==> src/rtl/project_top_pkg.sv <==
// project_top_pkg: shared types and constants for the guess-the-hex game.
package project_top_pkg;

    typedef enum logic [1:0] {IDLE, PLAY, GAME_OVER} state_t;

    localparam logic [7:0] LFSR_SEED = 8'h01;
    // Taps for x^8+x^6+x^5+x^4+1 in a left-shifting register (bits 7,5,4,3).
    localparam logic [7:0] LFSR_TAPS = 8'hB8;
    localparam logic [6:0] SEG_DASH  = 7'b1000000;
    localparam logic [6:0] SEG_OVER  = 7'b1001001;
    localparam logic [5:0] SCORE_MAX = 6'd63;

    function automatic logic [7:0] lfsr_next(input logic [7:0] v);
        return {v[6:0], ^(v & LFSR_TAPS)};
    endfunction

endpackage

==> src/rtl/project_top_seg7_hex.sv <==
// seg7_hex: hex digit to active-high 7-segment pattern {g,f,e,d,c,b,a}.
module seg7_hex (
    input  logic [3:0] i_hex,
    output logic [6:0] o_seg
);

    always_comb begin
        o_seg = 7'h00;
        case (i_hex)
            4'h0: o_seg = 7'h3F;
            4'h1: o_seg = 7'h06;
            4'h2: o_seg = 7'h5B;
            4'h3: o_seg = 7'h4F;
            4'h4: o_seg = 7'h66;
            4'h5: o_seg = 7'h6D;
            4'h6: o_seg = 7'h7D;
            4'h7: o_seg = 7'h07;
            4'h8: o_seg = 7'h7F;
            4'h9: o_seg = 7'h6F;
            4'hA: o_seg = 7'h77;
            4'hB: o_seg = 7'h7C;
            4'hC: o_seg = 7'h39;
            4'hD: o_seg = 7'h5E;
            4'hE: o_seg = 7'h79;
            default: o_seg = 7'h71;
        endcase
    end

endmodule

==> src/rtl/project_top.sv <==
// project_top: guess-the-hex game; match the shown digit on ui_in[7:4] and press.
module project_top
    import project_top_pkg::*;
#(
    parameter int START_LIVES = 3
) (
    input  logic       clk,
    input  logic       rst,
    input  logic       ena,
    input  logic [7:0] ui_in,
    input  logic [7:0] uio_in,
    output logic [7:0] uo_out,
    output logic [7:0] uio_out,
    output logic [7:0] uio_oe
);

    localparam logic [1:0] LIVES0 = 2'(START_LIVES);

    logic       r_sync1, r_sync2, r_prev;
    logic [7:0] r_lfsr;
    state_t     r_state;
    logic [5:0] r_score;
    logic [1:0] r_lives;
    logic [3:0] r_target;
    logic       r_led;

    state_t     w_state_n;
    logic [5:0] w_score_n;
    logic [1:0] w_lives_n;
    logic [3:0] w_target_n;
    logic       w_led_n;
    logic       w_press;
    logic       w_hit;
    logic [6:0] w_hex;
    logic [6:0] w_seg;
    logic       w_unused;

    assign w_unused = &{1'b0, ena, uio_in, ui_in[3:1]};
    assign w_press  = r_sync2 & ~r_prev;
    // The answer is sampled raw: the player holds it steady before pressing.
    assign w_hit    = ui_in[7:4] == r_target;

    always_ff @(posedge clk or posedge rst) begin
        if (rst) begin
            r_sync1  <= 1'b0;
            r_sync2  <= 1'b0;
            r_prev   <= 1'b0;
            r_lfsr   <= LFSR_SEED;
            r_state  <= IDLE;
            r_score  <= 6'd0;
            r_lives  <= LIVES0;
            r_target <= 4'd0;
            r_led    <= 1'b0;
        end else begin
            r_sync1  <= ui_in[0];
            r_sync2  <= r_sync1;
            r_prev   <= r_sync2;
            r_lfsr   <= lfsr_next(r_lfsr);
            r_state  <= w_state_n;
            r_score  <= w_score_n;
            r_lives  <= w_lives_n;
            r_target <= w_target_n;
            r_led    <= w_led_n;
        end
    end

    always_comb begin
        w_state_n  = r_state;
        w_score_n  = r_score;
        w_lives_n  = r_lives;
        w_target_n = r_target;
        w_led_n    = r_led;
        if (w_press) begin
            case (r_state)
                IDLE: begin
                    w_state_n  = PLAY;
                    w_target_n = r_lfsr[3:0];
                    w_score_n  = 6'd0;
                    w_lives_n  = LIVES0;
                    w_led_n    = 1'b0;
                end
                PLAY: begin
                    if (w_hit) begin
                        w_score_n  = (r_score == SCORE_MAX) ? r_score : r_score + 6'd1;
                        w_target_n = r_lfsr[3:0];
                        w_led_n    = 1'b1;
                    end else begin
                        w_led_n   = 1'b0;
                        w_lives_n = r_lives - 2'd1;
                        w_state_n = (r_lives == 2'd1) ? GAME_OVER : PLAY;
                    end
                end
                default: w_state_n = IDLE;
            endcase
        end
    end

    seg7_hex u_hex (
        .i_hex(r_target),
        .o_seg(w_hex)
    );

    assign w_seg   = (r_state == PLAY) ? w_hex : (r_state == GAME_OVER) ? SEG_OVER : SEG_DASH;
    assign uo_out  = {(r_state == PLAY) & r_led, w_seg};
    assign uio_out = {r_lives, r_score};
    assign uio_oe  = 8'hFF;

endmodule

==> config.mk <==
export PLATFORM = sky130hd
export DESIGN_NAME = project_top
export DESIGN_NICKNAME = d
export VERILOG_FILES = /design/src/rtl/project_top_pkg.sv /design/src/rtl/project_top_seg7_hex.sv /design/src/rtl/project_top.sv
export SDC_FILE = /design/constraint.sdc
export NUM_CORES = 1
export LEC_CHECK = 0
export ABC_AREA = 1
export CELL_PAD_IN_SITES_DETAIL_PLACEMENT = 0
export CELL_PAD_IN_SITES_GLOBAL_PLACEMENT = 1
export CORE_MARGIN = 2
export CORE_UTILIZATION = 48
export DETAILED_ROUTE_END_ITERATION = 8
export DONT_BUFFER_PORTS = 1
export PLACE_DENSITY = 0.93
export SYNTH_ARGS = -nofsm -noshare
export SYNTH_HDL_FRONTEND = slang
export SYNTH_HIERARCHICAL = 1
export SYNTH_SLANG_ARGS = --single-unit
==> constraint.sdc <==
create_clock -name clk -period 4.2 [get_ports clk]
set_input_delay 0.84 -clock clk [delete_from_list [all_inputs] [get_ports clk]]
set_output_delay 0.84 -clock clk [all_outputs]
set_load 0.01 [all_outputs]
# Word level (Yosys, flattened, before mapping)
# Memories as Yosys holds them, arrays and structs flattened.
# Index checks and enable logic that the tools add are counted.
dict set report word_totals {
  mem_bits_ro 112
  latchBits 0
  ramBits 0
  mem_count 1
  wordCells 45
  register_bits 26
}
# name depth word_bits rd rd_clocked_by_memory_dff write_ports line_no
set mem_list {}
lappend mem_list {{(name not given)} 16 7 1 0 0 project_top_seg7_hex.sv:9} ;# case (i_hex)
dict set report classes {
  n_bitwise 3
  magnitude_cmp 0
  n_reduce_logical 8
  add_sub_neg 2
  multipliers 0
  eq_ne 8
  div 0
  muxes 14
  shifts 0
}
# operator n
set ops {}
lappend ops {{6-bit 2-to-1 mux} 2}
lappend ops {{6-bit one-hot mux with 2 select lines} 1}
lappend ops {{4-bit 2-to-1 mux} 2}
lappend ops {{2-bit one-hot mux with 2 select lines} 2}
lappend ops {{4-bit one-hot mux with 2 select lines} 1}
lappend ops {{8-bit parity} 1}
lappend ops {{7-bit 2-to-1 mux} 1}
lappend ops {{6-bit by 1-bit adder with 6-bit output (second input constant)} 1}
lappend ops {{6-bit == test (second input constant)} 1}
lappend ops {{2-bit 2-to-1 mux} 3}
lappend ops {{2-bit inequality test (second input constant)} 3}
lappend ops {{3-bit AND reduction} 2}
lappend ops {{2-bit by 1-bit == test with 1-bit output (second input constant)} 2}
lappend ops {{4-bit == test} 1}
lappend ops {{2-bit AND reduction} 2}
lappend ops {{4-bit AND reduction} 1}
lappend ops {{1-bit bitwise AND} 2}
lappend ops {{2-bit == test (second input constant)} 1}
lappend ops {{2-bit zero test} 1}
lappend ops {{1-bit one-hot mux with 2 select lines} 1}
lappend ops {{2-bit nonzero test} 1}
lappend ops {{2-bit by 1-bit subtractor with 2-bit output (second input constant)} 1}
lappend ops {{1-bit 2-to-1 mux} 1}
lappend ops {{1-bit NOT} 1}

# Logic depth before layout (Yosys ltp)
dict set report logic_depth {
  ltp_word 4
  depth_mapped 9
  mapped_depth_nobuf 9
}

# By module
# The synthesis kept the hierarchy.
# module cells_each n_inst area_each_um2
set by_module_without_submodules {}
lappend by_module_without_submodules {project_top 165 1 1332.5}
lappend by_module_without_submodules {seg7_hex 53 1 302.8}

# Least setup slack after synthesis
# OpenSTA, ideal clock, no wires.
dict set report synth_path {
  path_kind {register to output}
  startpoint {register r_target[0]}
  endpoint {output uo_out[1]}
  t_required_ns 3.360
  setup_slack_ns 2.180
  arrival_time_ns 1.180
  n_path_buf 0
  path_stages_with_launch 8
  cell_sequence {dfrtp_1 -> inv_1 -> ha_1 -> nand2_2 -> nand2_2 -> nand2_1 -> inv_1 -> nor2_1}
}
dict set report synth_between {
  elab_chain_len 2
}
# element line_no
set synth_lines {}
lappend synth_lines {{from (decl)} project_top.sv:24} ;# logic [3:0] r_target;
lappend synth_lines {{from (signal assigned)} project_top.sv:62} ;# r_target <= w_target_n;
lappend synth_lines {{memory 16 x 7 bit} --}
lappend synth_lines {{named net w_hex[1]} project_top.sv:34} ;# logic [6:0] w_hex;
lappend synth_lines {{7-bit 2-to-1 mux} project_top.sv:103} ;# assign w_seg = (r_state == PLAY) ? w_hex : (r_state == GAME_OVER) ? SEG_OVER : SEG_DASH;
lappend synth_lines {{to (decl)} project_top.sv:12} ;# output logic [7:0] uo_out,
# The timed path passes the listed nets, and every way through them passes these cells.

# Worst setup path after layout
dict set report layout_path {
  startpoint {register r_target[1]}
  endpoint {output uo_out[3]}
}
# The elaborated chain is that of the path after synthesis.

==> impl_metrics.env <==
export IMPL_drc_errors=0
export IMPL_rsz0062_at_grt="false"
export IMPL_clock_sinks=26
export IMPL_syn_avg_cell_area_sq_um=7.50
export IMPL_reg2regPathDepth=9
export IMPL_htreeDepth=1
export IMPL_ctsHoldBuffers=0
export IMPL_area_growth_pct=1.84
export IMPL_grt_use_met3_pct=1.26
export IMPL_worstReg2RegStart="r_target[3]"
export IMPL_synth_warnings=6
export IMPL_synth_seq_cells=26
export IMPL_numCtsBuffers=3
export IMPL_post_cts_buffers=0
export IMPL_cp_startpoint="r_target[1]"
export IMPL_relSlewSlack_pct=36.5
export IMPL_cts_resized=0
export IMPL_grt_max_degree=27
export IMPL_final_cell_mix="nand2_1 (77), inv_1 (28), dfrtp_1 (23), nor2_1 (20), nand3_1 (12)"
export IMPL_io_pins=43
export IMPL_yosysSeqAreaShare_pct=40.0
export IMPL_hp_class="register to register"
export IMPL_path_clk_slew_ns=0.13
export IMPL_hold_viol=0
export IMPL_grtUsageMet2_pct=31.0
export IMPL_yosysUniqueCellTypes=27
export IMPL_core_area_sq_mm=0.00331
export IMPL_clk_insertion_delay_late_ns=0.32
export IMPL_crit_end="uo_out[3]"
export IMPL_n_fill_cell=359
export IMPL_max_cap_violations=0
export IMPL_dr_pass1_iters=4
export IMPL_drt_wirelength_per_cell_microns=11.1
export IMPL_grt_overflow_total=0
export IMPL_wl_mm=2.90
export IMPL_final_common_cell="nand2_1"
export IMPL_diodes=0
export IMPL_cts_tree="yes"
export IMPL_leakage_nw=0.921
export IMPL_fin_crit_sh_pct=60.6
export IMPL_drv_slew=0
export IMPL_grt_pass1_vias=1209
export IMPL_root_buffer="clkbuf_4"
export IMPL_worstPathArrival_ns=1.70
export IMPL_fp_row_count=21
export IMPL_met1_usage_pct=20.4
export IMPL_fin_setup_tns_ns=0
export IMPL_required_ns=3.36
export IMPL_drtIter0Drc=75
export IMPL_start_kind="register"
export IMPL_track_usage_pct=16.7
export IMPL_ant_nets=0
export IMPL_layout_nets=245
export IMPL_die_h_microns=62.4
export IMPL_fin_skew_ns=0.00301
export IMPL_die_w_microns=62.4
export IMPL_dp_hpwl_mm=2.18
export IMPL_crit_fanout=8
export IMPL_initial_core_util_pct=49.4
export IMPL_viasPerCell=4.79
export IMPL_fin_total_pwr_w=0.000700
export IMPL_power_density_mw_per_mm2=421
export IMPL_reg2reg_to="r_score[0]"
export IMPL_busiest_layer="met2"
export IMPL_worstMarginPinSlew_ns=0.952
export IMPL_portBuffers=0
export IMPL_synthCells=218
export IMPL_die_area_sq_mm=0.00389
export IMPL_min_period_ns=2.54
export IMPL_antenna_found_initial=0
export IMPL_ir_worst_vdd_mv=0.318
export IMPL_syn_area_sq_mm=0.00164
export IMPL_grt_first_pass_wirelength_mm=5.27
export IMPL_vias=1256
export IMPL_finalWeightedCongestion=0.826
export IMPL_setup_violations=0
export IMPL_synthTopCellsByArea="dfrtp_1 (35%), nand2_1 (18%), ha_1 (6.9%)"
export IMPL_fmax_mhz=393
export IMPL_endpoint_kind="output port"
export IMPL_worst_setup_path_type="register to output port"
export IMPL_synth_top_cell_by_area="dfrtp_1"
export IMPL_clk_path_buf_depth=2
export IMPL_drive_above_1_share_pct=9.72
export IMPL_status="complete, no violations"
export IMPL_r2r_setup_slack_ns=2.39
export IMPL_synth_top_area_share_pct=35.2
==> worst max-delay path: stages (launching register included) <==
cell and delay (ns):
dfrtp_1 0.52, inv_1 0.14, ha_1 0.31, nand2_2 0.05, nand2_2 0.07, nor2_1 0.04, nor2_1 0.08, nand2_1 0.06
nand2_1 0.12
==> how the worst min path moves through the flow <==
stage / start / to / slack [ns] / depth (start not counted)
2_1_floorplan: r_lfsr[6] / r_lfsr[7] / 0.33 / 0
3_3_place_gp: r_sync1 / r_sync2 / 0.33 / 0
3_5_place_dp: r_lfsr[6] / r_lfsr[7] / 0.34 / 0
4_1_cts: r_sync1 / r_sync2 / 0.37 / 0
5_1_grt: r_sync1 / r_sync2 / 0.38 / 0
6_report: r_sync1 / r_sync2 / 0.37 / 0
==> metal layers <==
layer,vias up,share of wire (%)
li1,643,-
met1,586,44
met2,22,52
met3,5,2.8
met4,0,1.3
met5,-,0
==> sequential cells by signal, indices dropped and copies added (netlist names) <==
register and count:
r_state 2, r_led 1, r_lfsr 8, r_target 4
r_sync1 1, r_prev 1, r_sync2 1, r_score 6
r_lives 2
==> cells by family (layout without fill, tap and decap cells) <==
group | Yosys count | after routing | share of synthesized area [%]
and+or+nand+nor | 127 | 127 | 34.4
buffers and inverters | 45 | 36 | 14.3
DFF | 26 | 26 | 40.0
adders and majority gates | 9 | 9 | 6.89
AOI/OAI and AO/OA | 7 | 7 | 2.60
xor gates and xnor gates | 3 | 3 | 1.61
other | 1 | 8 | 0.229
==> power by group <==
part | internal [W] | switching [W]
clock network | 0.0000965 | 0.0000737
registers | 0.000288 | 0.0000527
logic | 0.0000532 | 0.000136
total | 0.000438 | 0.000262
==> stage by stage <==
step                      hold slack, ns  std cells  instance area [sq um]  utilization [%]  setup slack (ns)
after floorplan                    0.331        225                   1660                -              2.18
after global placement             0.332        258                   1610             48.7              2.02
after detailed placement           0.341        258                   1610             48.7              2.00
after CTS                          0.373        262                   1670             50.3              1.63
after global routing               0.377        262                   1670             50.3              1.48
final                              0.367        262                   1670             50.3              1.66
==> synthesized netlist by cell type, drive strengths merged <==
library cell	count
o21a	2
nand3	14
dfrtp	23
o21ai	4
nor3	1
xnor2	2
xor2	1
nand2	80
nand4	6
a22oi	1
dfstp	3
nor2	24
or2	1
ha	9
nand3b	1
buf	13
conb	1
inv	32
==> area by class of cell <==
class	count	area (sq um)	share of cell area (%)
tap	46	57.6	3.46
sequential	26	654	39.3
inverter	32	128	7.66
multi-input combinational	154	773	46.4
clock inverter	1	30.0	1.80
clock buffer	3	22.5	1.35
(Power assumes the default switching activity.)
